`src/rtl/vga_fetch_arbiter_if.sv`:
```
// CPU and framebuffer-memory buses of the VGA fetch arbiter.
// master = arbiter side, slave = CPU/memory environment side.
interface vga_fetch_arbiter_if #(
  parameter int ADDR_W = 24,
  parameter int DATA_W = 32
);
  logic              cpu_req;
  logic              cpu_we;
  logic [ADDR_W-1:0] cpu_addr;
  logic [DATA_W-1:0] cpu_wdata;
  logic              cpu_ready;
  logic [DATA_W-1:0] cpu_rdata;

  logic              mem_req;
  logic              mem_we;
  logic [ADDR_W-1:0] mem_addr;
  logic [DATA_W-1:0] mem_wdata;
  logic              mem_ack;
  logic [DATA_W-1:0] mem_rdata;

  modport master (
    input  cpu_req, cpu_we, cpu_addr, cpu_wdata, mem_ack, mem_rdata,
    output cpu_ready, cpu_rdata, mem_req, mem_we, mem_addr, mem_wdata
  );

  modport slave (
    output cpu_req, cpu_we, cpu_addr, cpu_wdata, mem_ack, mem_rdata,
    input  cpu_ready, cpu_rdata, mem_req, mem_we, mem_addr, mem_wdata
  );
endinterface

```
`src/rtl/vga_fetch_arbiter.sv`:
```
// Single-port framebuffer arbiter: scanline prefetch into a double-buffered line buffer, CPU in the gaps.
// Optional VGA_ARB_FAIR_SLOT_EN: after BURST consecutive display reads a waiting CPU gets one slot.
module vga_fetch_arbiter #(
  parameter int ADDR_W = 24,
  parameter int DATA_W = 32,
  parameter int WORDS  = 32,
  parameter int LB_AW  = 5,
  parameter int BURST  = 8
) (
  input  logic              clk,
  input  logic              rst_n,
  input  logic              line_start,
  input  logic              frame_start,
  input  logic [ADDR_W-1:0] fb_base,
  input  logic              underrun_clr,
  vga_fetch_arbiter_if.master bus,
  output logic              lb_we,
  output logic [LB_AW:0]    lb_addr,
  output logic [DATA_W-1:0] lb_wdata,
  output logic              lb_bank,
  output logic              fetch_done,
  output logic              underrun
);
  typedef enum logic [1:0] {IDLE, DISP, CPU} state_t;

  localparam logic [LB_AW:0] LAST = (LB_AW+1)'(WORDS - 1);

  state_t            state;
  logic [ADDR_W-1:0] line_ptr, fetch_addr, next_base;
  logic [LB_AW:0]    word_cnt;
  logic              pend, frame_pend, stale;
  logic              idle_ok, cpu_want, force_slot, grant_cpu, grant_disp;

  assign next_base = (frame_start || frame_pend) ? fb_base : line_ptr;

  // A line_start cycle is never used to launch: the fetch pointers are being reloaded.
  assign idle_ok    = (state == IDLE) && !line_start;
  // cpu_req is still high during the cpu_ready pulse; don't re-grant the same request.
  assign cpu_want   = bus.cpu_req && !bus.cpu_ready;
  assign grant_cpu  = idle_ok && cpu_want && (force_slot || !pend);
  assign grant_disp = idle_ok && pend && !grant_cpu;

`ifdef VGA_ARB_FAIR_SLOT_EN
  localparam int BC_W = $clog2(BURST + 1);
  logic [BC_W-1:0] burst_cnt;

  assign force_slot = (burst_cnt >= BC_W'(BURST));

  always_ff @(posedge clk or negedge rst_n) begin
    if (!rst_n)                                        burst_cnt <= '0;
    else if (line_start || grant_cpu)                  burst_cnt <= '0;
    else if (grant_disp && burst_cnt != BC_W'(BURST))  burst_cnt <= burst_cnt + 1'b1;
  end
`else
  logic unused_burst;
  assign unused_burst = ^BURST;
  assign force_slot   = 1'b0;
`endif

  always_ff @(posedge clk or negedge rst_n) begin
    if (!rst_n) begin
      state         <= IDLE;
      line_ptr      <= '0;
      fetch_addr    <= '0;
      word_cnt      <= '0;
      pend          <= 1'b0;
      frame_pend    <= 1'b0;
      stale         <= 1'b0;
      lb_bank       <= 1'b0;
      lb_we         <= 1'b0;
      lb_addr       <= '0;
      lb_wdata      <= '0;
      fetch_done    <= 1'b0;
      underrun      <= 1'b0;
      bus.mem_req   <= 1'b0;
      bus.mem_we    <= 1'b0;
      bus.mem_addr  <= '0;
      bus.mem_wdata <= '0;
      bus.cpu_ready <= 1'b0;
      bus.cpu_rdata <= '0;
    end else begin
      lb_we         <= 1'b0;
      bus.cpu_ready <= 1'b0;

      case (state)
        IDLE: begin
          if (grant_disp) begin
            state         <= DISP;
            bus.mem_req   <= 1'b1;
            bus.mem_we    <= 1'b0;
            bus.mem_addr  <= fetch_addr + ADDR_W'(word_cnt);
            bus.mem_wdata <= '0;
          end else if (grant_cpu) begin
            state         <= CPU;
            bus.mem_req   <= 1'b1;
            bus.mem_we    <= bus.cpu_we;
            bus.mem_addr  <= bus.cpu_addr;
            bus.mem_wdata <= bus.cpu_wdata;
          end
        end
        DISP: begin
          if (bus.mem_ack) begin
            state       <= IDLE;
            bus.mem_req <= 1'b0;
            stale       <= 1'b0;
            // Data fetched for a line that has since been restarted is dropped.
            if (!stale && !line_start) begin
              lb_we    <= 1'b1;
              lb_addr  <= {lb_bank, word_cnt[LB_AW-1:0]};
              lb_wdata <= bus.mem_rdata;
              word_cnt <= word_cnt + 1'b1;
              if (word_cnt == LAST) begin
                pend       <= 1'b0;
                fetch_done <= 1'b1;
              end
            end
          end
        end
        CPU: begin
          if (bus.mem_ack) begin
            state         <= IDLE;
            bus.mem_req   <= 1'b0;
            bus.cpu_ready <= 1'b1;
            if (!bus.mem_we) bus.cpu_rdata <= bus.mem_rdata;
          end
        end
        default: state <= IDLE;
      endcase

      // Placed after the FSM so a restart overrides any completion in the same cycle.
      if (line_start) begin
        lb_bank    <= ~lb_bank;
        fetch_addr <= next_base;
        line_ptr   <= next_base + ADDR_W'(WORDS);
        word_cnt   <= '0;
        pend       <= 1'b1;
        fetch_done <= 1'b0;
        frame_pend <= 1'b0;
        if (state == DISP && !bus.mem_ack) stale <= 1'b1;
      end else if (frame_start) begin
        frame_pend <= 1'b1;
      end

      if (line_start && pend) underrun <= 1'b1;
      else if (underrun_clr)  underrun <= 1'b0;
    end
  end
endmodule

```
`src/flat_wrapper.sv`:
```
// flat-port wrapper written by rule: the top's interface ports become plain ports
module vga_fetch_arbiter_flat 
#(
  parameter int ADDR_W = 24,
  parameter int DATA_W = 32,
  parameter int WORDS  = 32,
  parameter int LB_AW  = 5,
  parameter int BURST  = 8
)
  (clk, rst_n, line_start, frame_start, fb_base, underrun_clr, lb_we, lb_addr, lb_wdata, lb_bank, fetch_done, underrun, bus_cpu_req, bus_cpu_we, bus_cpu_addr, bus_cpu_wdata, bus_mem_ack, bus_mem_rdata, bus_cpu_ready, bus_cpu_rdata, bus_mem_req, bus_mem_we, bus_mem_addr, bus_mem_wdata);
  vga_fetch_arbiter_if #(.ADDR_W(ADDR_W), .DATA_W(DATA_W)) bus_i ();
  input  logic clk;
  input  logic rst_n;
  input  logic line_start;
  input  logic frame_start;
  input  logic [ADDR_W-1:0] fb_base;
  input  logic underrun_clr;
  output logic lb_we;
  output logic [LB_AW:0] lb_addr;
  output logic [DATA_W-1:0] lb_wdata;
  output logic lb_bank;
  output logic fetch_done;
  output logic underrun;
  input wire logic [$bits(bus_i.cpu_req)-1:0] bus_cpu_req;
  input wire logic [$bits(bus_i.cpu_we)-1:0] bus_cpu_we;
  input wire logic [$bits(bus_i.cpu_addr)-1:0] bus_cpu_addr;
  input wire logic [$bits(bus_i.cpu_wdata)-1:0] bus_cpu_wdata;
  input wire logic [$bits(bus_i.mem_ack)-1:0] bus_mem_ack;
  input wire logic [$bits(bus_i.mem_rdata)-1:0] bus_mem_rdata;
  output wire logic [$bits(bus_i.cpu_ready)-1:0] bus_cpu_ready;
  output wire logic [$bits(bus_i.cpu_rdata)-1:0] bus_cpu_rdata;
  output wire logic [$bits(bus_i.mem_req)-1:0] bus_mem_req;
  output wire logic [$bits(bus_i.mem_we)-1:0] bus_mem_we;
  output wire logic [$bits(bus_i.mem_addr)-1:0] bus_mem_addr;
  output wire logic [$bits(bus_i.mem_wdata)-1:0] bus_mem_wdata;
  assign bus_i.cpu_req = bus_cpu_req;
  assign bus_i.cpu_we = bus_cpu_we;
  assign bus_i.cpu_addr = bus_cpu_addr;
  assign bus_i.cpu_wdata = bus_cpu_wdata;
  assign bus_i.mem_ack = bus_mem_ack;
  assign bus_i.mem_rdata = bus_mem_rdata;
  assign bus_cpu_ready = bus_i.cpu_ready;
  assign bus_cpu_rdata = bus_i.cpu_rdata;
  assign bus_mem_req = bus_i.mem_req;
  assign bus_mem_we = bus_i.mem_we;
  assign bus_mem_addr = bus_i.mem_addr;
  assign bus_mem_wdata = bus_i.mem_wdata;
  vga_fetch_arbiter #(.ADDR_W(ADDR_W), .DATA_W(DATA_W), .WORDS(WORDS), .LB_AW(LB_AW), .BURST(BURST)) u_core (.clk(clk), .rst_n(rst_n), .line_start(line_start), .frame_start(frame_start), .fb_base(fb_base), .underrun_clr(underrun_clr), .bus(bus_i), .lb_we(lb_we), .lb_addr(lb_addr), .lb_wdata(lb_wdata), .lb_bank(lb_bank), .fetch_done(fetch_done), .underrun(underrun));
endmodule
```
`config.mk`:
```
export PLATFORM = sky130hd
export DESIGN_NAME = vga_fetch_arbiter_flat
export DESIGN_NICKNAME = d
export VERILOG_FILES = /design/src/rtl/vga_fetch_arbiter_if.sv /design/src/rtl/vga_fetch_arbiter.sv /design/src/flat_wrapper.sv
export SDC_FILE = /design/constraint.sdc
export NUM_CORES = 1
export LEC_CHECK = 0
export ABC_AREA = 1
export BUFFER_PORTS_ARGS = -buffer_cell sky130_fd_sc_hd__buf_2
export CAP_MARGIN = 20
export CORE_ASPECT_RATIO = 1.5
export CORE_MARGIN = 4
export CORE_UTILIZATION = 59
export CTS_BUF_LIST = sky130_fd_sc_hd__clkbuf_8
export DETAILED_ROUTE_END_ITERATION = 6
export HOLD_SLACK_MARGIN = 0.03
export PLACE_DENSITY = 0.92
export SLEW_MARGIN = 25
export SYNTH_ARGS = -nofsm -noshare
export SYNTH_HDL_FRONTEND = slang
export SYNTH_SLANG_ARGS = --single-unit
export TNS_END_PERCENT = 30
```
`constraint.sdc`:
```
create_clock -name clk -period 6.1 [get_ports clk]
set_clock_uncertainty 0.15 [all_clocks]
set_input_delay 0.915 -clock clk [delete_from_list [all_inputs] [get_ports clk]]
set_output_delay 0.915 -clock clk [all_outputs]
set_load 0.01 [all_outputs]
```
==> results.py <==
metrics = {
    "pwr": {
        "pwr-share-clk_pct": 22.9,
        "swShare_pct": 38.8,
        "finalPower_mw": 3.75,
        "p_leak_nw": 6.05,
        "p_comb_share_pct": 31.0,
        "p_seq_share_pct": 46.1,
        "switchingPower_mw": 1.45,
        "intPower_mw": 2.30,
        "peakVddDrop_mv": 0.173,
        "powerDensity_nw_per_um2": 344,
    },
    "clocking": {
        "cts_tree": "built",
        "post_cts_buffers": 0,
        "ctsHoldBuffers": 0,
        "ctsResizeCount": 0,
        "cts_buffers": 17,
        "clockBufferDepth": 2,
        "htree_levels": 4,
        "clk_latency_ns": 0.46,
        "path_clk_slew_ns": 0.10,
        "root_buffer": "clkbuf_8",
        "cts_sinks": 187,
    },
    "min_path": {
        "hold_depth": 2,
        "hold_class": "reg -> reg",
        "hp-start": "u_core.bus.mem_wdata[27]",
        "min_to": "u_core.bus.mem_wdata[27]",
    },
    "sta": {
        "holdWs_ns": 0.328,
        "setup_violations": 0,
        "tightest_slew_ns": 0.894,
        "slew-limit-headroom_pct": 40.4,
        "period_needed_ns": 3.65,
        "fmax_mhz": 274,
        "setup_tns_ns": 0,
        "rsz0062_at_grt": "false",
        "setup_ws_ns": 2.45,
        "drv_slew": 0,
        "period_share_pct": 59.9,
        "finalHoldViolCount": 0,
    },
    "final_layout": {
        "utilization_pct": 72.3,
        "final_common_cell": "nand2_1",
        "drive_gt1_share_pct": 23.4,
        "final_cell_area_um2": 10900,
        "instances_no_fill": 1591,
        "layout_common_cells": "400 x nand2_1, 251 x buf_2, 187 x dfrtp_1, 112 x inv_1, 103 x o21ai_0",
        "syn2layout_area_growth_pct": 20.4,
        "fin_nets": 1506,
    },
    "worst_setup_path": {
        "cpMostUsedCell": "nand2_1",
        "r2r-end": "u_core.word_cnt[0]",
        "worst-path-max-fanout": 51,
        "r2r_start": "u_core.state[1]",
        "cp_slowest_stage_delay_ns": 0.68,
        "reg2regPathDepth": 9,
        "critical_path.top_delay_family": "buffers and inverters",
        "crit_path_cell_trace": "buf_2, inv_2, nand2_1, nor3b_4, buf_4, nand2_1, inv_1, a22o_1, o21bai_1",
        "rrSetupSlack_ns": 3.23,
        "critPathRequiredTime_ns": 6.34,
        "worstSetupStartpointType": "input port",
        "slowest_stage": "inv_2",
        "worst-path-stages": 9,
        "path_buf_inv": 4,
        "end_kind": "flop",
        "worstSetupPathType": "in -> reg",
        "arrival_ns": 3.89,
    },
    "grt": {
        "first_global_vias": 8352,
        "grt_pass1_wl_mm": 42.0,
        "gr-total-overflow": 0,
        "track_usage_pct": 30.6,
        "grt_max_degree": 100,
        "antenna_found_initial": 5,
    },
    "placement": {
        "port-buffer-count": 252,
        "placedInstanceArea_um2": 10400,
        "hpwl_mm": 19.8,
        "dp.cells": 1553,
        "place_congestion": 0.937,
        "pre_cts_slack_ns": 2.06,
    },
    "synthesis": {
        "syn_avg_cell_area_um2": 7.94,
        "ys_seq_area_share_pct": 51.7,
        "ys_warn_count": 0,
        "postSynthCellCount": 1139,
        "yosysTopAreaCellShare_pct": 51.7,
        "syn_nets": 1272,
        "synth_ff_type": "dfrtp_1",
        "synth_seq_cells": 187,
        "synth_top_area_cell": "dfrtp_1",
        "synthArstFlopShare_pct": 100,
        "syn_area_um2": 9040,
        "synth_edf_count": 0,
        "ys_types": 40,
        "yosys-top-cells-area": "dfrtp_1 52%, nand2_1 17%, o21ai_0 5.7%",
    },
    "floorplanning": {
        "die_x_um": 109,
        "die_y_um": 160,
        "row_count": 55,
        "dieArea_um2": 17400,
        "core_area_um2": 15100,
        "start_util_pct": 60.0,
        "ios": 253,
    },
    "detailed_routing": {
        "drtPass1Iterations": 6,
        "remaining_drc_errors": 0,
        "num_vias": 8675,
        "drt_iter0_drc": 865,
        "drt-total-wl_mm": 26.6,
        "drtAntennaViolNets": 0,
        "vias_per_cell": 5.45,
        "wl_per_cell_um": 16.7,
    },
    "status": {
        "status": "completed",
    },
    "job": {
        "cap_violations": 0,
    },
}
==> cell type report <==
cell class,count,area (µm²)
multi-input cells,787,3700
inverters,119,448
flip-flops and latches,187,4680
diodes,6,15.0
repair buffers,261,1380
fillers,1161,4180
clock inverters,15,190
clock buffers,17,234
well taps,199,249
==> synthesized netlist by cell type, types with 2 or more instances <==
| library cell | count |
|---|---|
| a21oi_1 | 18 |
| a22o_1 | 9 |
| a22oi_1 | 2 |
| buf_2 | 16 |
| buf_4 | 3 |
| buf_6 | 3 |
| clkbuf_1 | 23 |
| dfrtp_1 | 187 |
| ha_1 | 12 |
| inv_1 | 112 |
| inv_2 | 7 |
| mux2_2 | 5 |
| nand2_1 | 400 |
| nand2_2 | 3 |
| nand3_1 | 85 |
| nand4_1 | 6 |
| nor2_1 | 70 |
| nor2_2 | 6 |
| nor2_4 | 3 |
| nor3_1 | 10 |
| o211ai_1 | 6 |
| o21a_1 | 3 |
| o21ai_0 | 103 |
| o21ai_1 | 9 |
| o21bai_1 | 5 |
| o22ai_1 | 5 |
| o31ai_1 | 3 |
| or2_2 | 4 |
| xnor2_1 | 3 |
| xor2_1 | 8 |
==> registers in the layout, summed over array words and instances (netlist names), named ones only <==
| signal | count |
|---|---|
| u_core.lb_we | 1 |
| u_core.frame_pend | 1 |
| u_core.pend | 1 |
| u_core.bus.cpu_rdata | 32 |
| u_core.bus.mem_wdata | 32 |
| u_core.fetch_done | 1 |
| u_core.bus.cpu_ready | 1 |
| u_core.lb_wdata | 32 |
| u_core.state | 2 |
| u_core.word_cnt | 6 |
| u_core.bus.mem_we | 1 |
| u_core.underrun | 1 |
| u_core.bus.mem_req | 1 |
| u_core.bus.mem_addr | 24 |
| u_core.fetch_addr | 24 |
| u_core.line_ptr | 19 |
| u_core.lb_addr | 6 |
| u_core.lb_bank | 1 |
==> worst register-to-register path, stage by stage, from the launching register on <==
cell,delay (ns)
dfrtp_1,0.42
inv_1,0.11
ha_1,0.19
nand2_1,0.10
nor2_4,0.15
inv_2,0.06
nor2_1,0.29
clkinv_2,0.74
nor2_1,0.42
o21bai_1,0.16
==> kinds of logic (layout without fill, tap and decap cells) <==
logic type / after synthesis / in the layout / share of synthesized area (%)
adders and majority gates: 13 / 13 / 1.88
other: 0 / 6 / 0
DFF: 187 / 187 / 51.7
buffers and inverters: 165 / 412 / 7.44
and+or+nand+nor: 591 / 591 / 26.9
xor gates and xnor gates: 11 / 11 / 1.07
muxes: 5 / 5 / 0.623
AOI/OAI and AO/OA: 167 / 167 / 10.3
==> how the worst max path moves through the flow <==
| stage | from | end | slack, ns |
|---|---|---|---|
| floorplan | frame_start | u_core.line_ptr[19] | 3.56 |
| global route | line_start | u_core.bus.mem_addr[19] | 2.24 |
| CTS | line_start | u_core.bus.mem_addr[19] | 2.48 |
| finish | line_start | u_core.bus.mem_addr[19] | 2.45 |
| global placement | line_start | u_core.bus.mem_addr[18] | 1.98 |
| detailed placement | line_start | u_core.bus.mem_addr[19] | 2.06 |
==> layer usage <==
layer  share of wire, %  vias up  GRT usage, %
met4                4.0        0          13.8
met5                  0        -             0
met2                 53      404          52.8
met1                 35     4098          35.9
li1                   -     4101             -
met3                8.1       72          6.67
==> power by group through the flow <==
stage / registers (mW) / clock network [mW] / logic, mW
after floorplan: 1.83 / 0 / 0.517
after global placement: 1.73 / 0 / 1.08
after detailed placement: 1.74 / 0 / 1.16
after CTS: 1.72 / 0.862 / 1.16
after global routing: 1.76 / 0.924 / 1.29
final: 1.73 / 0.859 / 1.16
Power figures use the tool's default switching activity.
